===== src/rtl/pipeline_pkg.sv =====
`default_nettype none
// ============================================================================
//  Module      : pipeline_pkg
//  Description : Shared types and helpers for the RV32I pipeline hazard
//                controller. It holds the forwarding-select encoding, the
//                sequencer states, the scoreboard entry layout and the
//                register-match helper.
//  Revision    : 1.0 - initial release
// ============================================================================
package pipeline_pkg;

    // EX operand source select
    typedef enum logic [1:0] {
        FWD_RF = 2'b00,   // register file
        FWD_ME = 2'b01,   // ALU result held in EX/ME
        FWD_WB = 2'b10    // write-back data held in ME/WB
    } fwd_sel_e;

    // Hazard sequencer states
    typedef enum logic [1:0] {
        BOOT     = 2'b00,
        RUN      = 2'b01,
        LU_STALL = 2'b10
    } hz_state_e;

    // One scoreboard slot, mirroring a pipeline register's destination info
    typedef struct packed {
        logic [4:0] rd;
        logic       wr;
        logic       load;
    } sb_entry_t;

    // ru_data_src encoding that marks a load in the decoder
    localparam logic [1:0] RU_SRC_LOAD = 2'b01;

    localparam sb_entry_t c_SB_BUBBLE = '{rd: 5'd0, wr: 1'b0, load: 1'b0};

    // A producer matches a consumer operand only if it really writes a
    // non-x0 register and the consumer actually reads that operand.
    function automatic logic sb_hit(
        input logic [4:0] rd,
        input logic       wr,
        input logic [4:0] rs,
        input logic       use_rs
    );
        return wr && (rd != 5'd0) && (rd == rs) && use_rs;
    endfunction

endpackage
`default_nettype wire


===== src/rtl/hazard_scoreboard.sv =====
`default_nettype none
// ============================================================================
//  Module      : hazard_scoreboard
//  Description : Three-entry (EX/ME/WB) destination-register scoreboard that
//                shifts in lock-step with the pipeline registers, plus the
//                operand match logic that yields the next forwarding selects
//                and the load-use indication for the instruction in DE.
//  Ports       : clk, rst           clock, synchronous active-high reset
//                i_shift            advance the scoreboard (pipeline not frozen)
//                i_bubble           insert a bubble instead of the DE entry
//                i_de_rd/wr/load    destination info of the DE instruction
//                i_rs1/2, i_use_rs1/2  DE source operands and their use flags
//                o_fwd_a/b          forwarding selects for DE operands
//                o_load_use         EX holds a load that DE depends on
//  Revision    : 1.0 - initial release
// ============================================================================
module hazard_scoreboard
    import pipeline_pkg::*;
(
    input  logic       clk,
    input  logic       rst,
    input  logic       i_shift,
    input  logic       i_bubble,
    input  logic [4:0] i_de_rd,
    input  logic       i_de_wr,
    input  logic       i_de_load,
    input  logic [4:0] i_rs1,
    input  logic [4:0] i_rs2,
    input  logic       i_use_rs1,
    input  logic       i_use_rs2,
    output fwd_sel_e   o_fwd_a,
    output fwd_sel_e   o_fwd_b,
    output logic       o_load_use
);

    sb_entry_t r_ex;
    sb_entry_t r_me;
    sb_entry_t r_wb;

    logic w_ex_hit1;
    logic w_ex_hit2;
    logic w_me_hit1;
    logic w_me_hit2;

    always_ff @(posedge clk) begin
        if (rst) begin
            r_ex <= c_SB_BUBBLE;
            r_me <= c_SB_BUBBLE;
            r_wb <= c_SB_BUBBLE;
        end else if (i_shift) begin
            r_wb <= r_me;
            r_me <= r_ex;
            r_ex <= i_bubble ? c_SB_BUBBLE
                             : '{rd: i_de_rd, wr: i_de_wr, load: i_de_load};
        end
    end

    assign w_ex_hit1 = sb_hit(r_ex.rd, r_ex.wr, i_rs1, i_use_rs1);
    assign w_ex_hit2 = sb_hit(r_ex.rd, r_ex.wr, i_rs2, i_use_rs2);
    assign w_me_hit1 = sb_hit(r_me.rd, r_me.wr, i_rs1, i_use_rs1);
    assign w_me_hit2 = sb_hit(r_me.rd, r_me.wr, i_rs2, i_use_rs2);

    // A load in EX has no data to forward next cycle; that case becomes a
    // stall, so it falls through to the older ME entry here.
    function automatic fwd_sel_e pick_fwd(
        input logic ex_hit,
        input logic ex_load,
        input logic me_hit
    );
        if (ex_hit && !ex_load) begin
            return FWD_ME;
        end else if (me_hit) begin
            return FWD_WB;
        end
        return FWD_RF;
    endfunction

    assign o_fwd_a    = pick_fwd(w_ex_hit1, r_ex.load, w_me_hit1);
    assign o_fwd_b    = pick_fwd(w_ex_hit2, r_ex.load, w_me_hit2);
    assign o_load_use = r_ex.load && (w_ex_hit1 || w_ex_hit2);

    // The WB slot mirrors ME/WB for observability only: a WB producer
    // colliding with a DE read is resolved by register-file write-through.
    logic w_unused;
    assign w_unused = &{1'b0, r_me.load, r_wb};

endmodule
`default_nettype wire


===== src/rtl/pipeline_hazard_ctrl.sv =====
`default_nettype none
// ============================================================================
//  Module      : pipeline_hazard_ctrl
//  Description : Central hazard sequencer for the 5-stage RV32I pipeline.
//                Flushes the pipe for BOOT_CYCLES after reset, stalls one
//                cycle on load-use, flushes IF/DE and DE/EX on taken
//                branches, freezes everything on ext_stall, drives the EX
//                operand forwarding selects and counts stall/flush events.
//  Ports       : clk, reset             clock, synchronous active-high reset
//                de_*                   operand/destination info of DE instr
//                ex_branch_taken        taken branch/jump resolved in EX
//                ext_stall              external freeze request
//                pc_en, if_de_en        PC and IF/DE register enables
//                *_flush                bubble insert per pipeline register
//                pipe_freeze            hold all pipeline registers
//                fwd_a_sel, fwd_b_sel   EX operand source selects
//                stall_cnt, flush_cnt   performance counters
//  Revision    : 1.0 - initial release
// ============================================================================
module pipeline_hazard_ctrl
    import pipeline_pkg::*;
#(
    parameter int BOOT_CYCLES = 4,
    parameter int CNT_W       = 32
) (
    input  logic             clk,
    input  logic             reset,
    input  logic [4:0]       de_rs1,
    input  logic [4:0]       de_rs2,
    input  logic             de_use_rs1,
    input  logic             de_use_rs2,
    input  logic [4:0]       de_rd,
    input  logic             de_ru_write,
    input  logic             de_is_load,
    input  logic             ex_branch_taken,
    input  logic             ext_stall,
    output logic             pc_en,
    output logic             if_de_en,
    output logic             if_de_flush,
    output logic             de_ex_flush,
    output logic             ex_me_flush,
    output logic             me_wb_flush,
    output logic             pipe_freeze,
    output logic [1:0]       fwd_a_sel,
    output logic [1:0]       fwd_b_sel,
    output logic [CNT_W-1:0] stall_cnt,
    output logic [CNT_W-1:0] flush_cnt
);

    localparam int c_BOOT_W = (BOOT_CYCLES > 1) ? $clog2(BOOT_CYCLES) : 1;
    localparam logic [c_BOOT_W-1:0] c_BOOT_LAST = c_BOOT_W'(BOOT_CYCLES - 1);

    hz_state_e          r_state;
    hz_state_e          w_state_nxt;
    logic [c_BOOT_W-1:0] r_boot_cnt;
    fwd_sel_e           r_fwd_a;
    fwd_sel_e           r_fwd_b;
    fwd_sel_e           w_fwd_a;
    fwd_sel_e           w_fwd_b;
    logic               w_load_use;
    logic               w_stall_inc;
    logic               w_flush_inc;
    logic [CNT_W-1:0]   r_stall_cnt;
    logic [CNT_W-1:0]   r_flush_cnt;

    hazard_scoreboard u_scoreboard (
        .clk        (clk),
        .rst        (reset),
        .i_shift    (!pipe_freeze),
        .i_bubble   (de_ex_flush),
        .i_de_rd    (de_rd),
        .i_de_wr    (de_ru_write),
        .i_de_load  (de_is_load),
        .i_rs1      (de_rs1),
        .i_rs2      (de_rs2),
        .i_use_rs1  (de_use_rs1),
        .i_use_rs2  (de_use_rs2),
        .o_fwd_a    (w_fwd_a),
        .o_fwd_b    (w_fwd_b),
        .o_load_use (w_load_use)
    );

    always_ff @(posedge clk) begin
        if (reset) begin
            r_state     <= BOOT;
            r_boot_cnt  <= c_BOOT_LAST;
            r_fwd_a     <= FWD_RF;
            r_fwd_b     <= FWD_RF;
            r_stall_cnt <= '0;
            r_flush_cnt <= '0;
        end else begin
            r_state <= w_state_nxt;
            if (r_state == BOOT && r_boot_cnt != '0) begin
                r_boot_cnt <= r_boot_cnt - 1'b1;
            end
            // Selects travel with the instruction into EX; a bubble reads
            // nothing, so it gets the register-file default.
            if (!pipe_freeze) begin
                r_fwd_a <= de_ex_flush ? FWD_RF : w_fwd_a;
                r_fwd_b <= de_ex_flush ? FWD_RF : w_fwd_b;
            end
            if (w_stall_inc) begin
                r_stall_cnt <= r_stall_cnt + 1'b1;
            end
            if (w_flush_inc) begin
                r_flush_cnt <= r_flush_cnt + 1'b1;
            end
        end
    end

    // Priority in RUN/LU_STALL: freeze > taken branch > load-use.
    always_comb begin
        w_state_nxt = r_state;
        pc_en       = 1'b1;
        if_de_en    = 1'b1;
        if_de_flush = 1'b0;
        de_ex_flush = 1'b0;
        ex_me_flush = 1'b0;
        me_wb_flush = 1'b0;
        pipe_freeze = 1'b0;
        w_stall_inc = 1'b0;
        w_flush_inc = 1'b0;
        case (r_state)
            BOOT: begin
                if_de_flush = 1'b1;
                de_ex_flush = 1'b1;
                ex_me_flush = 1'b1;
                me_wb_flush = 1'b1;
                if (r_boot_cnt == '0) begin
                    w_state_nxt = RUN;
                end
            end
            RUN, LU_STALL: begin
                if (ext_stall) begin
                    pipe_freeze = 1'b1;
                    pc_en       = 1'b0;
                    if_de_en    = 1'b0;
                end else if (ex_branch_taken) begin
                    if_de_flush = 1'b1;
                    de_ex_flush = 1'b1;
                    w_flush_inc = 1'b1;
                    w_state_nxt = RUN;
                end else if (r_state == RUN && w_load_use) begin
                    // Hold PC and DE, push a bubble behind the load.
                    pc_en       = 1'b0;
                    if_de_en    = 1'b0;
                    de_ex_flush = 1'b1;
                    w_stall_inc = 1'b1;
                    w_state_nxt = LU_STALL;
                end else begin
                    w_state_nxt = RUN;
                end
            end
            default: begin
                w_state_nxt = BOOT;
            end
        endcase
    end

    assign fwd_a_sel = r_fwd_a;
    assign fwd_b_sel = r_fwd_b;
    assign stall_cnt = r_stall_cnt;
    assign flush_cnt = r_flush_cnt;

endmodule
`default_nettype wire


===== config.mk =====
export PLATFORM = sky130hd
export DESIGN_NAME = pipeline_hazard_ctrl
export DESIGN_NICKNAME = d
export VERILOG_FILES = /design/src/rtl/pipeline_pkg.sv /design/src/rtl/hazard_scoreboard.sv /design/src/rtl/pipeline_hazard_ctrl.sv
export SDC_FILE = /design/constraint.sdc
export NUM_CORES = 1
export LEC_CHECK = 0
export CAP_MARGIN = 40
export CORE_MARGIN = 2
export CORE_UTILIZATION = 45
export DETAILED_ROUTE_END_ITERATION = 7
export GPL_TIMING_DRIVEN = 0
export MAX_ROUTING_LAYER = met4
export PLACE_DENSITY = 0.72
export SYNTH_ARGS = -nofsm -noshare
export SYNTH_HDL_FRONTEND = slang
export SYNTH_SLANG_ARGS = --single-unit

===== constraint.sdc =====
create_clock -name clk -period 2.85 [get_ports clk]
set_input_delay 0.7125 -clock clk [delete_from_list [all_inputs] [get_ports clk]]
set_output_delay 0.7125 -clock clk [all_outputs]
set_load 0.005 [all_outputs]

==> metrics.csv <==
stage,metric,value,unit
run_status,status,"complete, no violations",
grt,grtUsageTotal,24.5,%
grt,overflow,0,
sta,rsz0062_at_grt,yes,
placement,dp_hpwl,8920,µm
floorplanning,core-area,0.00968,mm²
placement,routabilityCongestion,0.854,
yosys,synthArstFlopShare,0,%
sta,fmax,356,MHz
clock_network,cts_tree,done,
sta,finalClockSkew,0.00958,ns
yosys,syn_area,0.00445,mm²
yosys,seq_area_frac_synth,38.2,%
layout,area_growth,34.3,%
clock_network,clockRootBuffer,clkbuf_8,
critical_path,cp-end-kind,output port,
yosys,syn-num-nets,544,
layout,nets,662,
floorplanning,die_w,103,µm
yosys,synth.distinct_cells,58,
drt,drtIter0Drc,190,
sta,tns,0,ns
yosys,synth_top_area_share,38.2,%
drt,routed.top_layer,met4,
clock_network,cts_buffers,9,
placement,placed_cells,744,
drt,met2_length,6140,µm
floorplanning,initial_utilization,45.9,%
yosys,avgSynthCellArea,8.64,µm²
drt,drtAntennaViolNets,0,
clock_network,clock_path_buffers,2,
drt,drc,0,
placement,portBuffers,96,
yosys,netlist_instances,515,
layout,diodes,0,
drt,wl_met3,853,µm
layout,fillers,888,
drt,via_per_inst,5.75,
layout,drive_gt1_share,15.5,%
critical_path,cp_data_arrival_time,2.10,ns
grt,grt_max_degree,19,
critical_path,ff2ff_setup_slack,0.56,ns
floorplanning,row_count,36,
drt,wl_per_cell,16.5,µm
layout,multiInputGateArea,0.00263,mm²
critical_path,worstPathCellList,buf_4 -> xnor2_2 -> nand4_4 -> o22a_4 -> buf_12 -> nor3_4 -> o21ai_2 -> buf_4 -> buf_4,
clock_network,clock_latency,0.37,ns
yosys,synth_common_cells,"dfxtp_1 (85), nor2_1 (46), a21oi_1 (39)",
drt,m1WireLength,5530,µm
clock_network,ctsHtreeMaxLevel,3,
drt,firstDrtPassIters,4,
grt,grt_pass1_vias,4336,
floorplanning,dieArea,0.0107,mm²
yosys,synth.most_common_cell,dfxtp_1,
sta,hold_viol_final,0,
critical_path,cp_slowest_stage_delay,0.27,ns
sta,period_share,98.6,%
floorplanning,die_y,103,µm
power,p_leak,1.99,nW
layout,seq_area,0.00171,mm²
yosys,synth_warnings,0,
sta,fin_crit,2.81,ns
sta,slew_headroom,54.6,%
sta,finalSetupViolCount,0,
critical_path,worst-path-buf-inv,4,
critical_path,crit_slowest_cell,o22a_4,
clock_network,path_clk_slew,0.08,ns
sta,worst_pin_slew,0.678,ns
critical_path,crit_type,in -> out,
critical_path,cp_max_fo,3,
layout,final_cells,771,
critical_path,crit_required,2.14,ns
yosys,synth-edff-count,0,
critical_path,cp_common_cell,buf_4,
yosys,ys_top_cells_by_area,"dfxtp_1 (38%), xnor2_1 (6.7%), a21oi_1 (4.4%), nor2_1 (3.9%), o31ai_1 (3.9%)",
power,vdd_ir_drop_max,0.240,mV
critical_path,start_kind,primary input,
yosys,synth_top_area_cell,dfxtp_1,
drt,totalWireLength,12700,µm
flow_run,maxCapViolCount,0,
grt,grt_first_pass_wirelength,20100,µm
sta,maxSlewViolCount,0,
grt,antenna_found_initial,0,
drt,num_vias,4431,
critical_path,path_delay_family,buffers and inverters,
yosys,synth_seq_cells,85,
floorplanning,io-pin-count,98,
hold_path,hold_path.class,reg -> reg,
power,power_density,432,mW/mm²
clock_network,cts_hold_buf,0,
yosys,synthFlopType,dfxtp_1,
clock_network,clock_sinks,85,
## per-layer routing
metal / vias to the layer above / global-route usage [%]
li1: 2126 / -
met1: 2113 / 30.0
met2: 172 / 39.3
met5: - / -
met4: 0 / 9.01
met3: 20 / 6.05
## final timing paths
path | from | endpoint | cells after the start
max reg2reg | r_state[1]$_SDFFE_PP0P_ | flush_cnt[23]$_SDFFE_PP0P_ | 9
min reg2reg | u_scoreboard.r_me[1]$_SDFFE_PP0N_ | u_scoreboard.r_me[1]$_SDFFE_PP0N_ | 2
min | u_scoreboard.r_me[1]$_SDFFE_PP0N_ | u_scoreboard.r_me[1]$_SDFFE_PP0N_ | 2
max | de_rs1[4] | pc_en | 9
## flip-flops by register name, indices dropped and copies added, names as in the netlist
signal	count
stall_cnt	32
u_scoreboard.r_ex	7
u_scoreboard.r_me	6
fwd_a_sel	2
fwd_b_sel	2
flush_cnt	32
r_state	2
r_boot_cnt	2
## what timing repair did
item                                   4_1_cts  5_1_grt
resized for setup                           70       21
buffers inserted                             9        4
pin swaps                                   18       13
setup endpoints to repair                    5        5
endpoints found under the hold margin        0        0
## worst reg2reg max path, cell delays in order, from the launching register on
cell	delay, ns
dfxtp_1	0.36
inv_1	0.10
ha_4	0.32
and3b_2	0.23
buf_4	0.18
nand4_1	0.15
buf_2	0.23
nor4_1	0.36
xnor2_1	0.19
nor2_1	0.06
## kinds of logic after synthesis
group	after synthesis	share of synthesized area, %
AOI/OAI and AO/OA	93	14.2
adders and majority gates	6	1.69
and+or+nand+nor	229	29.1
DFF	85	38.2
muxes	5	1.24
xor gates and xnor gates	49	10.1
buffers and inverters	48	5.43
## cells in the final DEF, fill, tap and decap left out, drive strengths merged, types with 23 or more instances in the layout
master	instances
buf	38
nand2	36
clkdlybuf4s50	79
nand3	29
a21oi	39
clkbuf	26
o31ai	23
or4	24
nor2	47
xnor2	35
dfxtp	85
## cell type report
type                    count  share of cell area, %
clock inverters             5                   1.01
multi-input cells         382                   44.1
well taps                 133                   2.79
repair buffers            109                   16.9
flip-flops and latches     85                   28.6
clock buffers              11                   2.37
plain buffers              29                   3.12
inverters                  17                   1.11
## stage by stage
step	total power, mW	setup WS (ns)	instance area [µm²]	hold WS, ns	util, %
finish	2.58	0.0394	5970	0.474	61.7
global route	2.70	-0.0425	5970	0.509	61.7
CTS	2.56	-0.0205	5890	0.464	60.8
detailed placement	1.67	-1.30	5580	0.450	57.6
global placement	1.66	-1.28	5580	0.445	57.6
floorplan	1.52	0.0791	4450	0.428	-
## where the power goes
group | total, mW | internal (mW) | leakage [nW] | switching, mW
sequential | 1.26 | 1.22 | 0.688 | 0.0334
clock | 0.876 | 0.431 | 0.0995 | 0.446
combinational | 0.446 | 0.218 | 1.21 | 0.228
total | 2.58 | 1.87 | 1.99 | 0.707
(Power assumes the default switching activity.)
